`config.mk`:
```
export PLATFORM = sky130hd
export DESIGN_NAME = seq_fsm_pattern2_gen
export DESIGN_NICKNAME = d
export VERILOG_FILES = /design/src/rtl/seq_fsm_pattern2_gen.sv
export SDC_FILE = /design/constraint.sdc
export NUM_CORES = 1
export LEC_CHECK = 0
export ABC_CLOCK_PERIOD_IN_PS = 3050
export CAP_MARGIN = 20
export CORE_MARGIN = 2
export CORE_UTILIZATION = 55
export CTS_BUF_LIST = sky130_fd_sc_hd__clkbuf_16
export DETAILED_ROUTE_END_ITERATION = 10
export GPL_TIMING_DRIVEN = 0
export PLACE_DENSITY_LB_ADDON = 0.2
export SETUP_SLACK_MARGIN = 0.05
export SLEW_MARGIN = 30
export SYNTH_ARGS = -nofsm -noshare
export SYNTH_HDL_FRONTEND = slang
export SYNTH_SLANG_ARGS = --single-unit
```
`constraint.sdc`:
```
create_clock -name clk -period 3.05 [get_ports clk]
set_input_delay 0.915 -clock clk [delete_from_list [all_inputs] [get_ports clk]]
set_output_delay 0.915 -clock clk [all_outputs]
set_load 0.01 [all_outputs]
```
`src/rtl/seq_fsm_pattern2_gen.sv`:
```
// ---------------------------------------------------------------------------
// seq_fsm_pattern2_gen
//
// Serial transmitter for the "three-or-more ones followed by a zero" pattern.
// An accepted request emits n ones then a single zero (one frame), repeated
// r times with no gap between frames. The outputs are Moore outputs: they are
// decoded from the registered state and counters only.
//
// Ports:
//   clk        clock, all state updates on the rising edge
//   reset      synchronous active-low reset
//   req_val    request valid
//   req_rdy    request ready, high only in IDLE
//   req_nones  ones per frame (0..2 are raised to 3)
//   req_reps   frames per request (0 is treated as 1)
//   out_       serial bit to the pattern consumer
//   out_val    high while a frame bit is driven
//   done       one-cycle pulse on the final zero of the final frame
// ---------------------------------------------------------------------------
module seq_fsm_pattern2_gen #(
    parameter int NBITS = 4
) (
    input  logic             clk,
    input  logic             reset,
    input  logic             req_val,
    output logic             req_rdy,
    input  logic [NBITS-1:0] req_nones,
    input  logic [NBITS-1:0] req_reps,
    output logic             out_,
    output logic             out_val,
    output logic             done
);

    typedef enum logic [1:0] {
        IDLE = 2'd0,
        ONES = 2'd1,
        ZERO = 2'd2
    } state_t;

    localparam logic [NBITS-1:0] MIN_ONES = NBITS'(3);
    localparam logic [NBITS-1:0] ONE      = NBITS'(1);

    state_t           state_q, state_d;
    logic [NBITS-1:0] cnt_q, cnt_d;     // ones left in the current frame
    logic [NBITS-1:0] n_q, n_d;         // latched ones per frame
    logic [NBITS-1:0] r_q, r_d;         // frames left, including the current one

    logic [NBITS-1:0] nones_clamped;
    logic [NBITS-1:0] reps_clamped;

    assign nones_clamped = (req_nones < MIN_ONES) ? MIN_ONES : req_nones;
    assign reps_clamped  = (req_reps == '0) ? ONE : req_reps;

    always_comb begin
        state_d = state_q;
        cnt_d   = cnt_q;
        n_d     = n_q;
        r_d     = r_q;
        req_rdy = 1'b0;
        out_    = 1'b0;
        out_val = 1'b0;
        done    = 1'b0;

        case (state_q)
            IDLE: begin
                req_rdy = 1'b1;
                if (req_val) begin
                    n_d     = nones_clamped;
                    r_d     = reps_clamped;
                    cnt_d   = nones_clamped;
                    state_d = ONES;
                end
            end
            ONES: begin
                out_    = 1'b1;
                out_val = 1'b1;
                cnt_d   = cnt_q - ONE;
                // The counter counts down to 1 rather than 0, so a count of
                // 2^NBITS-1 still fits and is sent in full.
                if (cnt_q == ONE) begin
                    state_d = ZERO;
                end
            end
            ZERO: begin
                out_val = 1'b1;
                if (r_q > ONE) begin
                    r_d     = r_q - ONE;
                    cnt_d   = n_q;
                    state_d = ONES;
                end else begin
                    done    = 1'b1;
                    state_d = IDLE;
                end
            end
            default: begin
                // Unused encoding: fall back to IDLE on the next edge.
                state_d = IDLE;
            end
        endcase
    end

    always_ff @(posedge clk) begin
        if (!reset) begin
            state_q <= IDLE;
            cnt_q   <= '0;
            n_q     <= '0;
            r_q     <= '0;
        end else begin
            state_q <= state_d;
            cnt_q   <= cnt_d;
            n_q     <= n_d;
            r_q     <= r_d;
        end
    end

endmodule

```
==> results.ini, run 1 <==
[yosys]
ys_types=33
syn_inst=111
synth-edff-count=0
synthArstFlopShare_pct=0
synth-seq-area-share_pct=31.2
avgSynthCellArea_um2=8.10
ys_ff_latch=14
synth_ff_type=dfxtp_1
synth_fp_nets=130
ys.warnings.count=0
syn-cell-area_um2=900

[floorplanning]
boundaryPins=15
die_y_um=44.4
num_rows=14
die-area_mm2=0.00198
start_util_pct=59.0
die_x_um=44.4
core_mm2=0.00152

[global_route]
antenna_found_initial=0
grt_max_degree=11
first_global_vias=818
grt_pass1_wl_mm=3.31
grt_usage_pct=22.9
grt_remaining_overflow=0

[clocking]
cts_root_buf=clkbuf_16
clkSlewWorstSetupHoldPaths_ps=50
cts_tree=yes
clock_tree.buffer_depth=2
postCtsSetupBuffers=0
clk_latency_ps=240
hold_buffers=0
clock_sinks=14
numCtsBuffers=3
cts-resized-gates=0
h-tree-depth=1

[layout]
final_cells=143
antenna_cells=0
fin_util_pct=73.8
area_growth_syn_to_layout_pct=25.0
nNetsFinal=148
drive_above_1_share_pct=7.87

[place]
gp_congestion=0.803
portBuffers=13
dp_hpwl_mm=1.42
dp_cells=140

[timing]
finalCritPeriodShare_pct=89.9
finalSetupViolCount=0
finalMaxSlewViolations=0
skew_ps=0.940
fmax_mhz=365
worstMarginPinSlew_ps=523
max_slew_margin_pct=64.7
finalHoldViolCount=0
timing.setup.tns_ps=0
period_minus_slack_ps=2740
grt_setup_unrepaired=false

[pwr]
p_leak_nw=0.450
vdd_ir_drop_max_mv=0.547
p_per_area_mw_per_mm2=851

[routing]
detail-route-antenna-nets=0
wl_per_cell_um=14.0
dr_total_vias=854
vias_per_cell=5.97
drc=0
first_pass_iters=4
drt_iter0_drc=23
wirelength_mm=2.00

[setup_path]
worstSetupStartpoint=state_q[0]
r2r_slack_ps=1360
crit_end=done
critPathArrivalTime_ps=1830
cp_max_fo=10
reg2regPathDepth=6
r2r-end=cnt_q[1]
cp.required_ps=2130
startpoint_type=flop
crit_type=flop to output port
timing.rr.start=state_q[0]
end_kind=output port

[status]
outcome=complete, no violations

[hold_path]
holdCritPathClass=flop to flop

[job]
maxCapViolCount=0

[metrics by stage]
step	hold slack, ps	setup slack [ps]	area, µm²	power [mW]
finish	467	308	1120	0.958
CTS	465	314	1120	0.957
floorplan	437	1120	900	0.587
global placement	450	584	1050	0.695
detailed placement	458	575	1050	0.707
global route	492	221	1120	1.03
[cells in the mapped netlist, types with 2 or more instances]
master,count,area (µm²)
nor3_1,12,60.1
ha_1,8,100
a221oi_1,2,17.5
o21a_1,2,15.0
o21ai_0,4,20.0
a21oi_1,7,35.0
nand2_1,10,37.5
inv_1,14,52.6
dfxtp_1,14,280
nand3_1,2,10.0
a31oi_1,2,12.5
nor2_1,8,30.0
a211oi_1,3,22.5
nand2b_1,2,12.5
o32ai_1,2,17.5
xor2_1,2,17.5
[worst min path at each step]
stage | start | to | slack, ps | depth (start not counted)
3_3_place_gp | n_q[2] | n_q[2] | 450 | 2
4_1_cts | n_q[3] | n_q[3] | 470 | 2
5_1_grt | n_q[2] | n_q[2] | 490 | 2
3_5_place_dp | n_q[3] | n_q[3] | 460 | 2
2_1_floorplan | n_q[2] | n_q[2] | 440 | 2
6_report | n_q[3] | n_q[3] | 470 | 2
[placed cells by master, fill, tap and decap left out, types with 2 or more instances in the layout]
master / Yosys / layout
nand2b_1: 2 / 2
dfxtp_1: 14 / 14
a221oi_1: 2 / 2
clkbuf_16: 0 / 3
o21a_1: 2 / 2
ha_1: 8 / 8
nor2_1: 8 / 8
nor3_1: 12 / 12
nand3_1: 2 / 2
xor2_1: 2 / 2
o32ai_1: 2 / 2
inv_1: 14 / 14
o21ai_0: 4 / 4
a211oi_1: 3 / 3
a31oi_1: 2 / 2
nand2_1: 10 / 10
a21oi_1: 7 / 7
clkdlybuf4s50_1: 0 / 13
[power breakdown]
part | leakage [nW] | switching (mW) | internal [mW] | total (mW)
Clock | 0.0370 | 0.0749 | 0.172 | 0.246
Sequential | 0.116 | 0.0417 | 0.231 | 0.273
Combinational | 0.297 | 0.232 | 0.207 | 0.438
Total | 0.450 | 0.348 | 0.610 | 0.958
[metal layers]
layer	track usage, %	part of all wire [%]	wire length [µm]
met4	9.09	1.7	34
met1	28.4	46	927
met2	39.4	46	919
met3	3.67	5.9	117
met5	0	0	0
[state kept, by name (all words and copies together), names as in the netlist]
signal,cells
cnt_q,4
n_q,4
r_q,4
state_q,2
[critical path, cell delays in order, from the launching register on]
cell and delay (ps):
dfxtp_1 330, inv_1 90, ha_1 250, buf_6 170
inv_1 100, nor2_1 110, clkdlybuf4s50_1 530
[kinds of logic (layout without fill, tap and decap cells)]
logic type / after synthesis / count (layout) / synth area share (%)
XOR/XNOR: 2 / 2 / 1.95
multiplexers: 1 / 1 / 1.11
flip-flops: 14 / 14 / 31.2
AND/OR/NAND/NOR: 37 / 37 / 19.1
buffers and inverters: 17 / 33 / 8.07
AO/OA/AOI/OAI: 32 / 32 / 27.5
adder cells (fa/ha/maj): 8 / 8 / 11.1
[cell type report]
class,count,area [µm²]
Tap cell,16,20.0
Timing Repair Buffer,13,130
Buffer,2,16.3
Inverter,15,56.3
Sequential cell,14,280
Multi-Input combinational cell,80,547
Fill cell,135,399
Clock buffer,3,75.1
(Power assumes the default switching activity.)
==> run 2, diff against run 1 <==
ABC_CLOCK_PERIOD_IN_PS = not set   (was 3050)
CORE_MARGIN = 4   (was 2)
CORE_UTILIZATION = 58   (was 55)
CTS_BUF_LIST = sky130_fd_sc_hd__clkbuf_2 sky130_fd_sc_hd__clkbuf_4 sky130_fd_sc_hd__clkbuf_8   (was sky130_fd_sc_hd__clkbuf_16)
==> run 2 against run 1 <==
  * Wire length increased by 2.3%
  * Worst setup slack got worse by 120 ps
  * Die area increased by 14%
  * Combinational power increased by 0.9%
  * First-iteration DRC count decreased by 4.3%
  * Clock skew increased by 2.8 ps
  * Flip-flop and latch count unchanged
  * Cell count unchanged
  * Critical path type unchanged
  * Largest power group unchanged
==> results.ini, run 2 (synthesis gave the netlist of run 1 again) <==
[timing]
finalMaxSlewViolations=0
finalCritPeriodShare_pct=94.0
skew_ps=3.78
fin_ws_ps=183
timing.setup.tns_ps=0
finalSetupViolCount=0
worstMarginPinSlew_ps=568
fmax_mhz=349
period_minus_slack_ps=2870
max_slew_margin_pct=61.7
finalHoldViolCount=0
grt_setup_unrepaired=false

[hold_path]
min_path_cells=2
hold_start=n_q[3]
worstHoldEndpoint=n_q[3]
holdCritPathClass=flop to flop

[layout]
nNetsFinal=148
fill_cells=106
antenna_cells=0
top_regs=cnt_q (4), n_q (4), r_q (4)
area_growth_syn_to_layout_pct=20.6
fin_util_pct=78.5
final_cell_mix=inv_1 (14), dfxtp_1 (14), clkdlybuf4s50_1 (13)
drive_above_1_share_pct=8.59

[setup_path]
r2r-end=cnt_q[1]
r2r_slack_ps=1240
slowest_delay_ps=530
end_kind=output port
timing.rr.start=state_q[0]
critPathSlowestCell=clkdlybuf4s50_1
crit_family=buffers and inverters
path_cells=inv_1 -> ha_1 -> buf_6 -> inv_1 -> nor2_1 -> clkdlybuf4s50_1
cp.required_ps=2130
critPathArrivalTime_ps=1950
critPathBufInv=4
reg2regPathDepth=6
critPathMostFrequentCell=inv_1
crit_type=flop to output port
startpoint_type=flop
cp_max_fo=10

[pwr]
p_seq_share_pct=31.7
p_per_area_mw_per_mm2=785
p_comb_share_pct=51.9
switching_power_uw=342
internal_power_uw=510
vdd_ir_drop_max_mv=0.643
p_leak_nw=0.434
pwr-share-clk_pct=16.4
swShare_pct=40.1

[floorplanning]
num_rows=13
boundaryPins=15
die_x_um=47.4
die-area_mm2=0.00225
core_mm2=0.00138
die_y_um=47.4
start_util_pct=65.1

[global_route]
antenna_found_initial=0
first_global_vias=831
grt_remaining_overflow=0
grt_max_degree=11
grt_pass1_wl_mm=3.46
grt_usage_pct=21.5

[place]
place_ws_ps=547
portBuffers=13
dp_hpwl_mm=1.54
gp_congestion=0.843

[clocking]
cts-resized-gates=0
postCtsSetupBuffers=0
clk_latency_ps=290
numCtsBuffers=3
cts_root_buf=clkbuf_4
clkSlewWorstSetupHoldPaths_ps=90
h-tree-depth=1
clock_tree.buffer_depth=2
clock_sinks=14
cts_tree=yes
hold_buffers=0

[routing]
wirelength_mm=2.04
wl_per_cell_um=14.3
dr_total_vias=864
detail-route-antenna-nets=0
first_pass_iters=4
vias_per_cell=6.04
drc=0
drt_iter0_drc=22

[job]
maxCapViolCount=0

[status]
outcome=complete, no violations

-- run 2: changes by cell type in the layout (fill, tap and decap cells not counted) --
cell,before,now
clkbuf_16,3,0
clkbuf_4,0,3
clkbuf_8,0,1
-- run 2: worst reg2reg max path: stages, from the launching register on --
cell	delay, ps
dfxtp_1	360
inv_1	110
ha_1	280
nand2b_1	130
o311ai_0	510
nor3_1	140
o21a_1	200
-- run 2: layer usage --
layer	vias up	GRT usage (%)	routed length, µm	part of all wire (%)
li1	437	-	-	-
met1	405	25.0	933	46
met2	18	38.2	990	48
met3	4	6.13	101	4.9
met4	0	5.52	18	0.88
met5	-	0	0	0
-- run 2: worst max path at each step --
stage,cells past startpoint,slack (ps),to,startpoint
finish,6,180,done,state_q[0]
CTS,6,190,done,state_q[0]
detailed placement,6,550,done,state_q[0]
global placement,6,590,done,state_q[0]
global route,6,60,done,state_q[0]
floorplan,5,1120,done,state_q[0]
-- run 2: per-stage QoR --
stage | hold WS [ps] | instances | instance area, µm² | power, mW
2_1_floorplan | 437 | 111 | 900 | 0.587
3_3_place_gp | 444 | 139 | 1050 | 0.693
3_5_place_dp | 459 | 139 | 1050 | 0.712
4_1_cts | 472 | 143 | 1080 | 0.850
5_1_grt | 490 | 143 | 1080 | 0.924
6_report | 472 | 143 | 1080 | 0.851
-- run 2: power by group through the flow --
stage               Combinational (mW)  Clock [mW]  Sequential [mW]
floorplan                        0.324           0            0.263
global placement                 0.421           0            0.272
detailed placement               0.439           0            0.273
finish                           0.442       0.140            0.270
global route                     0.494       0.150            0.280
CTS                              0.443       0.137            0.270
-- run 2: cell type report --
class | count | area, µm² | share of cell area [%]
buffer | 2 | 16.3 | 1.50
timing repair buffer | 13 | 130 | 12.0
tap | 15 | 18.8 | 1.73
multi-input combinational | 80 | 547 | 50.4
inverter | 15 | 56.3 | 5.19
sequential | 14 | 280 | 25.8
clock buffer | 4 | 36.3 | 3.34
==> run 3, diff against run 2 <==
CORE_UTILIZATION = 55   (was 58)
clock period = 3.7 ns   (was 3.05 ns; I/O delays follow)
==> run 3 against run 2 <==
  * Non-clock buffer count stayed put
  * First-iteration DRC count is 4.5% higher
  * Wire length is 7.5% lower
  * Clock power is 37% lower
  * Via count is 2.9% lower
  * Largest power group unchanged
  * Highest routed layer unchanged
==> results.ini, run 3 (synthesis gave the netlist of run 1 again) <==
[status]
outcome=complete, no violations

[layout]
top_regs=cnt_q (4), n_q (4), r_q (4)
nNetsFinal=148
antenna_cells=0
design_area_mm2=0.00107
drive_above_1_share_pct=7.87
final_cell_mix=inv_1 (14), dfxtp_1 (14), clkdlybuf4s50_1 (13)
area_growth_syn_to_layout_pct=19.2

[setup_path]
critPathMostFrequentCell=inv_1
cp_max_fo=10
crit_type=flop to output port
path_cells=inv_1 -> ha_1 -> buf_6 -> inv_1 -> nor2_1 -> clkdlybuf4s50_1
critPathSlowestCell=clkdlybuf4s50_1
critPathArrivalTime_ps=1890
startpoint_type=flop
cp.required_ps=2590
end_kind=output port
critPathBufInv=4
slowest_delay_ps=530
crit_family=buffers and inverters

[global_route]
top_usage_layer=met2
use_met3_pct=4.60
grt_pass1_wl_mm=3.32
gr-usage-met1_pct=22.8
antenna_found_initial=0
grt_usage_pct=17.4
use_met2_pct=25.9
grt_remaining_overflow=0
first_global_vias=786
grt_max_degree=11

[floorplanning]
core_mm2=0.00152
num_rows=14
die-area_mm2=0.00235
die_x_um=48.4
boundaryPins=15
die_y_um=48.4
start_util_pct=59.0

[timing]
finalMaxSlewViolations=0
period_minus_slack_ps=3000
fin_ws_ps=702
fmax_mhz=334
fin_hold_ws_ps=464
finalCritPeriodShare_pct=81.0
max_slew_margin_pct=63.4
skew_ps=0.685
timing.setup.tns_ps=0
finalHoldViolCount=0
finalSetupViolCount=0
grt_setup_unrepaired=false
worstMarginPinSlew_ps=543

[place]
place_ws_ps=1000
dp_hpwl_mm=1.46
portBuffers=13
gp_congestion=0.829
dpl_cell_area_mm2=0.00105

[hold_path]
holdCritPathClass=flop to flop

[pwr]
p_per_area_mw_per_mm2=626
p_leak_nw=0.427
vdd_ir_drop_max_mv=0.413

[routing]
vias_per_cell=5.87
drc=0
first_pass_iters=4
dr_total_vias=839
wirelength_mm=1.89
detail-route-antenna-nets=0
drt_iter0_drc=23
wl_per_cell_um=13.2

[clocking]
h-tree-depth=1
clk_latency_ps=280
cts_tree=yes
hold_buffers=0
clock_sinks=14
postCtsSetupBuffers=0
numCtsBuffers=3
cts_root_buf=clkbuf_4
clkSlewWorstSetupHoldPaths_ps=80
clock_tree.buffer_depth=2
cts-resized-gates=0

[job]
maxCapViolCount=0

[run 3: changes by cell type in the layout (fill, tap and decap cells not counted), sizes merged]
cell | before | now
clkbuf | 4 | 3
[run 3: per-stage QoR]
| stage | utilization [%] | power (mW) | cells |
|---|---|---|---|
| 5_1_grt | 70.4 | 0.734 | 143 |
| 3_5_place_dp | 68.9 | 0.587 | 140 |
| 3_3_place_gp | 68.9 | 0.574 | 140 |
| 2_1_floorplan | - | 0.484 | 111 |
| 6_report | 70.4 | 0.671 | 143 |
| 4_1_cts | 70.4 | 0.673 | 143 |
[run 3: final timing paths]
kind              startpoint        to  slack [ps]  cells past startpoint
hold reg to reg       n_q[2]    n_q[2]         460                      2
setup / recovery  state_q[0]      done         700                      6
setup reg to reg  state_q[0]  cnt_q[1]        1970                      6
hold / removal        n_q[2]    n_q[2]         460                      2
[run 3: final cells by class]
class / instances / area, µm²
Multi-Input combinational cell: 80 / 547
Fill cell: 145 / 452
Sequential cell: 14 / 280
Timing Repair Buffer: 13 / 130
Inverter: 15 / 56.3
Clock buffer: 3 / 22.5
Tap cell: 16 / 20.0
Buffer: 2 / 16.3
[run 3: worst min-delay path, cell delays in order (launching register included)]
cell and delay (ps):
dfxtp_1 320, nand2_1 50, a21oi_1 50
[run 3: layer usage]
metal	up-vias	share of wire, %
li1	431	-
met1	383	47
met2	21	45
met3	4	6.2
met4	0	1.6
met5	-	0
[run 3: report_power, final]
part           switching, mW  internal (mW)  leakage, nW  total, mW
registers             0.0320          0.190        0.116      0.222
clock network         0.0500         0.0378       0.0138     0.0878
logic                  0.190          0.171        0.297      0.362
total                  0.272          0.399        0.427      0.671
